File: config.mk
export PLATFORM = sky130hd
export DESIGN_NAME = csr_file
export DESIGN_NICKNAME = d
export VERILOG_FILES = /design/src/rtl/csr_pkg.sv /design/src/rtl/csr_file_irq_sync.sv /design/src/rtl/csr_file.sv
export SDC_FILE = /design/constraint.sdc
export NUM_CORES = 1
export LEC_CHECK = 0
export BUFFER_PORTS_ARGS = -buffer_cell sky130_fd_sc_hd__buf_2
export CAP_MARGIN = 30
export CORE_ASPECT_RATIO = 1.4
export CORE_MARGIN = 10
export CORE_UTILIZATION = 40
export DETAILED_ROUTE_END_ITERATION = 10
export GPL_TIMING_DRIVEN = 0
export SETUP_SLACK_MARGIN = 0.3
export SYNTH_ARGS = -nofsm -noshare
export SYNTH_HDL_FRONTEND = slang
export SYNTH_SLANG_ARGS = --single-unit
File: constraint.sdc
create_clock -name clk -period 3.1 [get_ports clk]
set_input_delay 0.155 -clock clk [delete_from_list [all_inputs] [get_ports clk]]
set_output_delay 0.155 -clock clk [all_outputs]
set_load 0.02 [all_outputs]
File: src/rtl/csr_pkg.sv
// Shared definitions for the machine-mode CSR file: addresses, bit positions,
// trap cause codes and the CSR read-modify-write operation.
package csr_pkg;

   localparam logic [11:0] CSR_MSTATUS = 12'h300;
   localparam logic [11:0] CSR_MIE     = 12'h304;
   localparam logic [11:0] CSR_MTVEC   = 12'h305;
   localparam logic [11:0] CSR_MEPC    = 12'h341;
   localparam logic [11:0] CSR_MCAUSE  = 12'h342;
   localparam logic [11:0] CSR_MIP     = 12'h344;
   localparam logic [11:0] CSR_MCYCLE  = 12'hB00;
   localparam logic [11:0] CSR_MCYCLEH = 12'hB80;

   localparam int MIE_BIT  = 3;
   localparam int MPIE_BIT = 7;
   localparam int MTIE_BIT = 7;
   localparam int MEIE_BIT = 11;

   localparam logic [3:0] CAUSE_MTI = 4'd7;
   localparam logic [3:0] CAUSE_MEI = 4'd11;

   typedef enum logic [1:0] {
      CSR_NONE = 2'b00,
      CSR_RW   = 2'b01,
      CSR_RS   = 2'b10,
      CSR_RC   = 2'b11
   } csr_op_e;

   function automatic logic [31:0] csr_apply(input csr_op_e op, input logic [31:0] old_val,
                                             input logic [31:0] src);
      case (op)
         CSR_RW:  return src;
         CSR_RS:  return old_val | src;
         CSR_RC:  return old_val & ~src;
         default: return old_val;
      endcase
   endfunction

endpackage

File: src/rtl/csr_file_irq_sync.sv
// Parameterised-depth synchroniser for a single level-sensitive interrupt line.
module irq_sync #(
   parameter int DEPTH = 1
) (
   input  logic clk,
   input  logic rst_n,
   input  logic d,
   output logic q
);

   logic [DEPTH-1:0] sync_q;
   logic [DEPTH-1:0] sync_d;

   always_comb begin
      sync_d[0] = d;
      for (int i = 1; i < DEPTH; i++) begin
         sync_d[i] = sync_q[i-1];
      end
   end

   always_ff @(posedge clk or negedge rst_n) begin
      if (!rst_n) begin
         sync_q <= '0;
      end else begin
         sync_q <= sync_d;
      end
   end

   assign q = sync_q[DEPTH-1];

endmodule

File: src/rtl/csr_file.sv
// Machine-mode CSR file and interrupt trap unit for the single-cycle RV32I core.
// Reads are combinational; writes, trap entry and MRET update state on the edge.
module csr_file
   import csr_pkg::*;
#(
   parameter logic [31:0] MTVEC_RST    = 32'h0000_0000,
   parameter int          NUM_IRQ_SYNC = 1
) (
   input  logic        clk,
   input  logic        rst,
   input  logic [11:0] addr,
   input  logic [2:0]  funct3,
   input  logic [31:0] wdata,
   input  logic [31:0] pc,
   input  logic        csr_rd,
   input  logic        csr_wr,
   input  logic        is_mret,
   input  logic        ext_irq,
   input  logic        timer_irq,
   output logic [31:0] rdata,
   output logic        epc_taken,
   output logic [31:0] epc,
   output logic        trap_flush
);

   logic        mie_q, mie_d;
   logic        mpie_q, mpie_d;
   logic        meie_q, meie_d;
   logic        mtie_q, mtie_d;
   logic [31:0] mtvec_q, mtvec_d;
   logic [31:2] mepc_q, mepc_d;
   logic [31:0] mcause_q, mcause_d;
   logic [63:0] mcycle_q, mcycle_d;

   logic        meip, mtip;
   logic [31:0] csr_val;
   logic [31:0] new_val;
   logic [31:0] vec_base;
   logic [3:0]  cause;
   logic        take;
   logic        mret_go;
   logic        wr_en;
   csr_op_e     op;
   logic        unused_ok;

   irq_sync #(.DEPTH(NUM_IRQ_SYNC)) u_ext_sync (
      .clk   (clk),
      .rst_n (rst),
      .d     (ext_irq),
      .q     (meip)
   );

   irq_sync #(.DEPTH(NUM_IRQ_SYNC)) u_timer_sync (
      .clk   (clk),
      .rst_n (rst),
      .d     (timer_irq),
      .q     (mtip)
   );

   always_comb begin
      csr_val = '0;
      case (addr)
         CSR_MSTATUS: begin
            csr_val[MIE_BIT]  = mie_q;
            csr_val[MPIE_BIT] = mpie_q;
         end
         CSR_MIE: begin
            csr_val[MEIE_BIT] = meie_q;
            csr_val[MTIE_BIT] = mtie_q;
         end
         CSR_MTVEC:   csr_val = mtvec_q;
         CSR_MEPC:    csr_val = {mepc_q, 2'b00};
         CSR_MCAUSE:  csr_val = mcause_q;
         CSR_MIP: begin
            csr_val[MEIE_BIT] = meip;
            csr_val[MTIE_BIT] = mtip;
         end
         CSR_MCYCLE:  csr_val = mcycle_q[31:0];
         CSR_MCYCLEH: csr_val = mcycle_q[63:32];
         default:     csr_val = '0;
      endcase
   end

   // Outputs are gated by reset so no redirect or read data leaks out while held.
   always_comb begin
      take     = rst & mie_q & ((meip & meie_q) | (mtip & mtie_q)) & ~is_mret;
      mret_go  = rst & is_mret;
      cause    = (meip & meie_q) ? CAUSE_MEI : CAUSE_MTI;
      vec_base = {mtvec_q[31:2], 2'b00};
      rdata    = (rst && csr_rd) ? csr_val : '0;
      epc      = '0;
      if (take) begin
         epc = (mtvec_q[1:0] == 2'b01) ? vec_base + {26'd0, cause, 2'b00} : vec_base;
      end else if (mret_go) begin
         epc = {mepc_q, 2'b00};
      end
      epc_taken  = take | mret_go;
      trap_flush = take;
   end

   always_comb begin
      op       = csr_op_e'(funct3[1:0]);
      new_val  = csr_apply(op, csr_val, wdata);
      wr_en    = csr_wr & ~take & (op != CSR_NONE);
      mie_d    = mie_q;
      mpie_d   = mpie_q;
      meie_d   = meie_q;
      mtie_d   = mtie_q;
      mtvec_d  = mtvec_q;
      mepc_d   = mepc_q;
      mcause_d = mcause_q;
      mcycle_d = mcycle_q + 64'd1;
      if (wr_en) begin
         case (addr)
            CSR_MSTATUS: begin
               mie_d  = new_val[MIE_BIT];
               mpie_d = new_val[MPIE_BIT];
            end
            CSR_MIE: begin
               meie_d = new_val[MEIE_BIT];
               mtie_d = new_val[MTIE_BIT];
            end
            // Reserved mode encodings 2 and 3 collapse to direct mode.
            CSR_MTVEC:   mtvec_d = {new_val[31:2], new_val[1] ? 2'b00 : new_val[1:0]};
            CSR_MEPC:    mepc_d = new_val[31:2];
            CSR_MCAUSE:  mcause_d = new_val;
            CSR_MCYCLE:  mcycle_d = {mcycle_q[63:32], new_val};
            CSR_MCYCLEH: mcycle_d = {new_val, mcycle_q[31:0]};
            default: ;
         endcase
      end
      if (mret_go) begin
         mie_d  = mpie_q;
         mpie_d = 1'b1;
      end else if (take) begin
         mepc_d   = pc[31:2];
         mcause_d = {1'b1, 27'd0, cause};
         mpie_d   = mie_q;
         mie_d    = 1'b0;
      end
   end

   always_ff @(posedge clk or negedge rst) begin
      if (!rst) begin
         mie_q    <= 1'b0;
         mpie_q   <= 1'b0;
         meie_q   <= 1'b0;
         mtie_q   <= 1'b0;
         mtvec_q  <= MTVEC_RST;
         mepc_q   <= '0;
         mcause_q <= '0;
         mcycle_q <= '0;
      end else begin
         mie_q    <= mie_d;
         mpie_q   <= mpie_d;
         meie_q   <= meie_d;
         mtie_q   <= mtie_d;
         mtvec_q  <= mtvec_d;
         mepc_q   <= mepc_d;
         mcause_q <= mcause_d;
         mcycle_q <= mcycle_d;
      end
   end

   assign unused_ok = ^{funct3[2], pc[1:0]};

endmodule

Word level (Yosys, flattened, before mapping). Cells that the tools add are included.

Magnitude comparators: 0. Reduce and logical (&&, ||, !) cells: 7. Multiplexer cells: 32. Shift operators: 0. Add/sub/neg operators: 2. Bitwise logic cells: 15. Divide/modulo/power cells: 0. Equality and inequality tests: 14. $mul: 0.

Operators by type and width (number): two-way mux 32 bit (8); case mux 64 bit (2 select lines) (1); two-way mux 30 bit (4); case mux 20 bit (5 select lines) (1); case mux 32 bit (3 select lines) (1); equality test 12 x 10 -> 1 bit, second input constant (6); adder 64 x 1 -> 64 bit, second input constant (1); two-way mux 64 bit (1); case mux 3 bit (5 select lines) (3); adder 32 x 6 -> 32 bit (1); bitwise AND 32 bit (1); NOT 32 bit (1); bitwise OR 32 bit (1); equality test 12 bit, second input constant (2); two-way mux 1 bit (9); bitwise AND 1 bit (8); case mux 1 bit (8 select lines) (1); case mux 1 bit (7 select lines) (1); case mux 1 bit (6 select lines) (1); AND reduction 2 bit (3); nonzero test 3 bit (2); equality test 2 x 1 -> 1 bit, second input constant (2); equality test 2 bit, second input constant (2); two-way mux 4 bit (1); other kinds (5) (8).

Register bits: 164. Memory bits (read-only): 0. Memories: 0. Latch bits: 0. Word-level logic and storage cells: 81. RAM bits: 0.

Logic depth before layout (Yosys ltp).
Depth in word-level cells: 10. Mapped depth: 10. Mapped depth without buffers: 8.

Cells and area by module. A second synthesis with hierarchy kept.

Cells, all modules: 1387. Area total of the unflattened synthesis: 11324.6 µm².

Modules (own cells, without submodules): csr_file (area an instance 11274.6 µm², cells each 1385, instances 1, sequential area each 4028.9 µm²); irq_sync (area an instance 25.0 µm², cells each 1, instances 2, sequential area each 25.0 µm²).

Worst setup path before layout. OpenSTA, ideal clock, no wires.

Path type: register to output. From: register mtvec_q[0]. To: output epc[20]. Cell stages (with the launch flop): 8. Slack: 0.634 ns. Data arrival time: 2.311 ns. Cells stage by stage: dfrtp_1 clkbuf_1 nand4_1 nor4b_1 o21ai_0 nand2b_1 xor2_1 o21ai_0.

Word-level cells in the longest chain between the ends: 3.

RTL lines: start, declared (line csr_file.sv:30) `logic [31:0] mtvec_q, mtvec_d;`; start signal, assigned (line csr_file.sv:158) `mtvec_q <= mtvec_d;`; equality test 2 x 1 -> 1 bit (line csr_file.sv:93) `epc = (mtvec_q[1:0] == 2'b01) ? vec_base + {26'd0, cause, 2'b00} : vec_base;`; two-way mux 32 bit (line csr_file.sv:93); two-way mux 32 bit (line csr_file.sv:92) `if (take) begin`; end, declared (line csr_file.sv:22) `output logic [31:0] epc,`.

Every way passes these cells.

Final worst setup path.
From: register mtvec_q[0]. To: output epc[31].

Same word-level chain as after synthesis.

==> flow_summary.yaml <==
finish:
  drive_above_1_share: 0.206
  antenna_cells: 0
  instances_no_fill: 2078
  area_delta_synth_final_pct: 22.9
  fin_nets: 1775
timing:
  setup_violations: 0
  fin_skew_ns: 0.0115
  min_period_ns: 2.76
  fmax_mhz: 362
  relSlewSlack: 0.278
  worst_pin_slew_ns: 1.08
  drv_slew: 0
  finalHoldViolations: 0
  rsz0062_at_grt: "yes"
  fin_crit_sh: 0.892
  hold_ws_ns: 0.0669
logic_synthesis:
  seq_area_frac_synth: 0.343
  yosysWarningCount: 0
  ys_async_sr_fraction: 1.00
  syn_area_um2: 11900
  synth_seq_cells: 163
  synth.distinct_cells: 80
  synth_cells: 1455
  synth_edf_count: 0
  synth-main-ff-cell: "dfrtp_1"
  syn_avg_cell_area_um2: 8.16
drt:
  first_pass_iters: 6
  wl_um: 58800
  drt_iter0_drc: 1796
  drcViolationCount: 0
  dr_total_vias: 13600
  via_per_inst: 6.56
  wire_per_inst_um: 28.3
  ant_nets: 0
critical_path:
  cp_num_buf_inv: 2
  cp.required_ns: 2.94
  slowest_stage: "nor4b_4"
  crit_path_start: "mtvec_q[0]"
  slowest_delay_ns: 0.41
  r2r_end: "mepc_q[13]"
  cp-end-kind: "primary output"
  crit_end: "epc[31]"
  critical_path_cell_count: 8
  reg2reg_depth: 7
  crit_type: "flip-flop to primary output"
  critPathArrivalTime_ns: 2.61
  critPathMaxFanout: 4
  path_delay_family: "simple AND/OR/NAND/NOR gates"
  r2r_slack_ns: 0.44
  path_cells: "buf_6 > nand4_1 > nor4b_4 > o2111a_2 > nand4_1 > xor2_1 > o21ai_2 > buf_6"
  start_kind: "flip-flop"
  worst_r2r_startpoint: "mtie_q"
run_status:
  run_status: "completed"
clocking:
  ctsHtreeMaxLevel: 4
  cts_buffers: 17
  worstSkewPairLatency_ns: 0.47
  cts_tree: "yes"
  cts_max_path_buffers: 2
  clk_pin_slew_ns: 0.07
  cts_sinks: 163
  root_buffer: "clkbuf_16"
grt:
  grt_pass1_vias: 13300
  grt_antenna_before_repair: 1
  grt_usage: 0.302
  grt-ovfl-total: 0
  grt_pass1_wl_um: 86000
  grt_max_degree: 63
pwr:
  p_leak_nw: 5.64
  peakVddDrop_v: 0.000359
  power_density_nw_per_um2: 405
floorplanning:
  die_width_um: 166
  die_area_um2: 37100
  io_pins: 152
  die_y_um: 224
  start_util: 0.406
  rows: 74
  fp.coreArea_um2: 29300
placement:
  place_hpwl_um: 43100
  io_buffer_count: 143
  gp_congestion: 1.01
  dpl.cell_count: 1992
flow_run:
  cap_violations: 0
hold_path:
  min_path_type: "input port to flip-flop"
per-stage QoR:
stage | power [mW] | worst slack [ns] | area [µm²] | TNS [ns] | util
after global routing | 6.09 | 0.280 | 14600 | 0 | 0.499
after floorplan | 3.01 | 0.634 | 11900 | 0 | -
after CTS | 5.87 | 0.245 | 14400 | 0 | 0.492
final | 5.91 | 0.336 | 14600 | 0 | 0.499
after global placement | 3.47 | -3.34 | 13100 | -712.18 | 0.447
after detailed placement | 3.50 | -0.880 | 13200 | -27.40 | 0.450
registers in the layout, indices dropped and copies added, names as in the netlist, 30 cells and up:
signal,flops
mcause_q,32
mcycle_q,64
mepc_q,30
mtvec_q,31
per-layer routing:
layer	GRT usage	up-vias	share of wire
met5	0	-	0.00026
met2	0.473	899	0.45
met1	0.367	6565	0.38
met3	0.0568	195	0.089
li1	-	5967	-
met4	0.219	2	0.073
worst register-to-register path, delay by kind of cell (launching register included):
family	cells	cell delay, ns
AND/OR/NAND/NOR	1	0.36
buffers and inverters	2	0.69
AO/OA/AOI/OAI	4	1.06
flip-flops	1	0.40
layout make-up:
class	count	area, µm²
tap	380	475
sequential	163	4090
clock inverter	10	145
fill	2899	14700
clock buffer	22	484
timing repair buffer	210	1410
multi-input combinational	1163	7390
buffer	115	553
inverter	15	57.6
synthesized netlist by cell type, types with 8 or more instances:
cell	count	share of area
o2111ai_1	16	0.012
a211oi_1	35	0.022
dfrtp_1	163	0.34
nor4b_1	14	0.010
a41oi_1	8	0.0059
mux2i_1	18	0.015
a21oi_1	93	0.039
and2_1	20	0.011
nor2_1	60	0.019
o211ai_1	22	0.014
buf_2	26	0.011
nand2b_1	10	0.0053
clkbuf_1	71	0.022
nor4_1	13	0.0068
o31ai_1	10	0.0063
o21ai_0	177	0.075
nor3_1	18	0.0076
nand4_1	24	0.013
nand3_1	47	0.020
or2_2	9	0.0047
nand2_1	222	0.070
a22oi_1	54	0.034
xnor2_1	47	0.035
and3_1	18	0.0095
a2111oi_0	22	0.016
mux2_2	25	0.024
or3_1	8	0.0042
inv_1	13	0.0041
and4_1	11	0.0081
a31oi_1	30	0.016
xor2_1	16	0.012
timing repair:
| item | 4_1_cts | 5_1_grt |
|---|---|---|
| endpoints found under the setup margin | 86 | 68 |
| hold endpoints to repair | 94 | 0 |
| pin swaps | 4 | 10 |
| buffers inserted | 4 | 12 |
| resized for setup | 34 | 43 |
| hold buffers | 37 | 0 |
| cloned | 1 | 0 |
power breakdown:
part	switching, mW	internal, mW
logic	0.697	0.381
registers	0.200	2.30
clock network	0.977	1.36
total	1.88	4.04
layout by cell type (no fill, tap or decap), types with 10 or more instances in the layout:
cell           instances
a2111oi_0             22
dfrtp_1              158
buf_2                175
a211oi_1              33
a21oi_1               91
nand2b_1              10
a22oi_1               54
buf_4                 27
xor2_1                16
xnor2_1               46
o21ai_0              166
and3_1                18
nand4_1               24
nor2_1                55
inv_1                 13
clkbuf_2              11
o211ai_1              22
and2_1                20
nand3_1               46
a31oi_1               30
o2111ai_1             15
dlygate4sd3_1         34
and4_1                11
nor3_1                18
clkbuf_1              59
nor4_1                12
o31ai_1               10
mux2_2                25
clkbuf_16             17
nand2_1              221
nor4b_1               13
o21ai_1               14
mux2i_1               18
how the worst min path moves through the flow:
| stage | from | to | slack [ns] | cells after the start |
|---|---|---|---|---|
| 2_1_floorplan | rst | mcause_q[0] | -0.14 | 0 |
| 3_3_place_gp | ext_irq | u_ext_sync.q | 0.27 | 1 |
| 3_5_place_dp | rst | mcycle_q[61] | 0.16 | 1 |
| 4_1_cts | wdata[25] | mcause_q[25] | 0.05 | 3 |
| 5_1_grt | wdata[8] | mepc_q[8] | 0.07 | 3 |
| 6_report | wdata[8] | mepc_q[8] | 0.07 | 3 |
kinds of logic after synthesis:
logic type / synth area share
xor+xnor: 0.0465
other cells: 0.000316
buf+inv: 0.0492
simple gates: 0.231
mux: 0.0389
fa+ha+maj: 0.00421
flops: 0.343
compound gates: 0.286
Note: power is estimated with default switching activity, not from simulation.
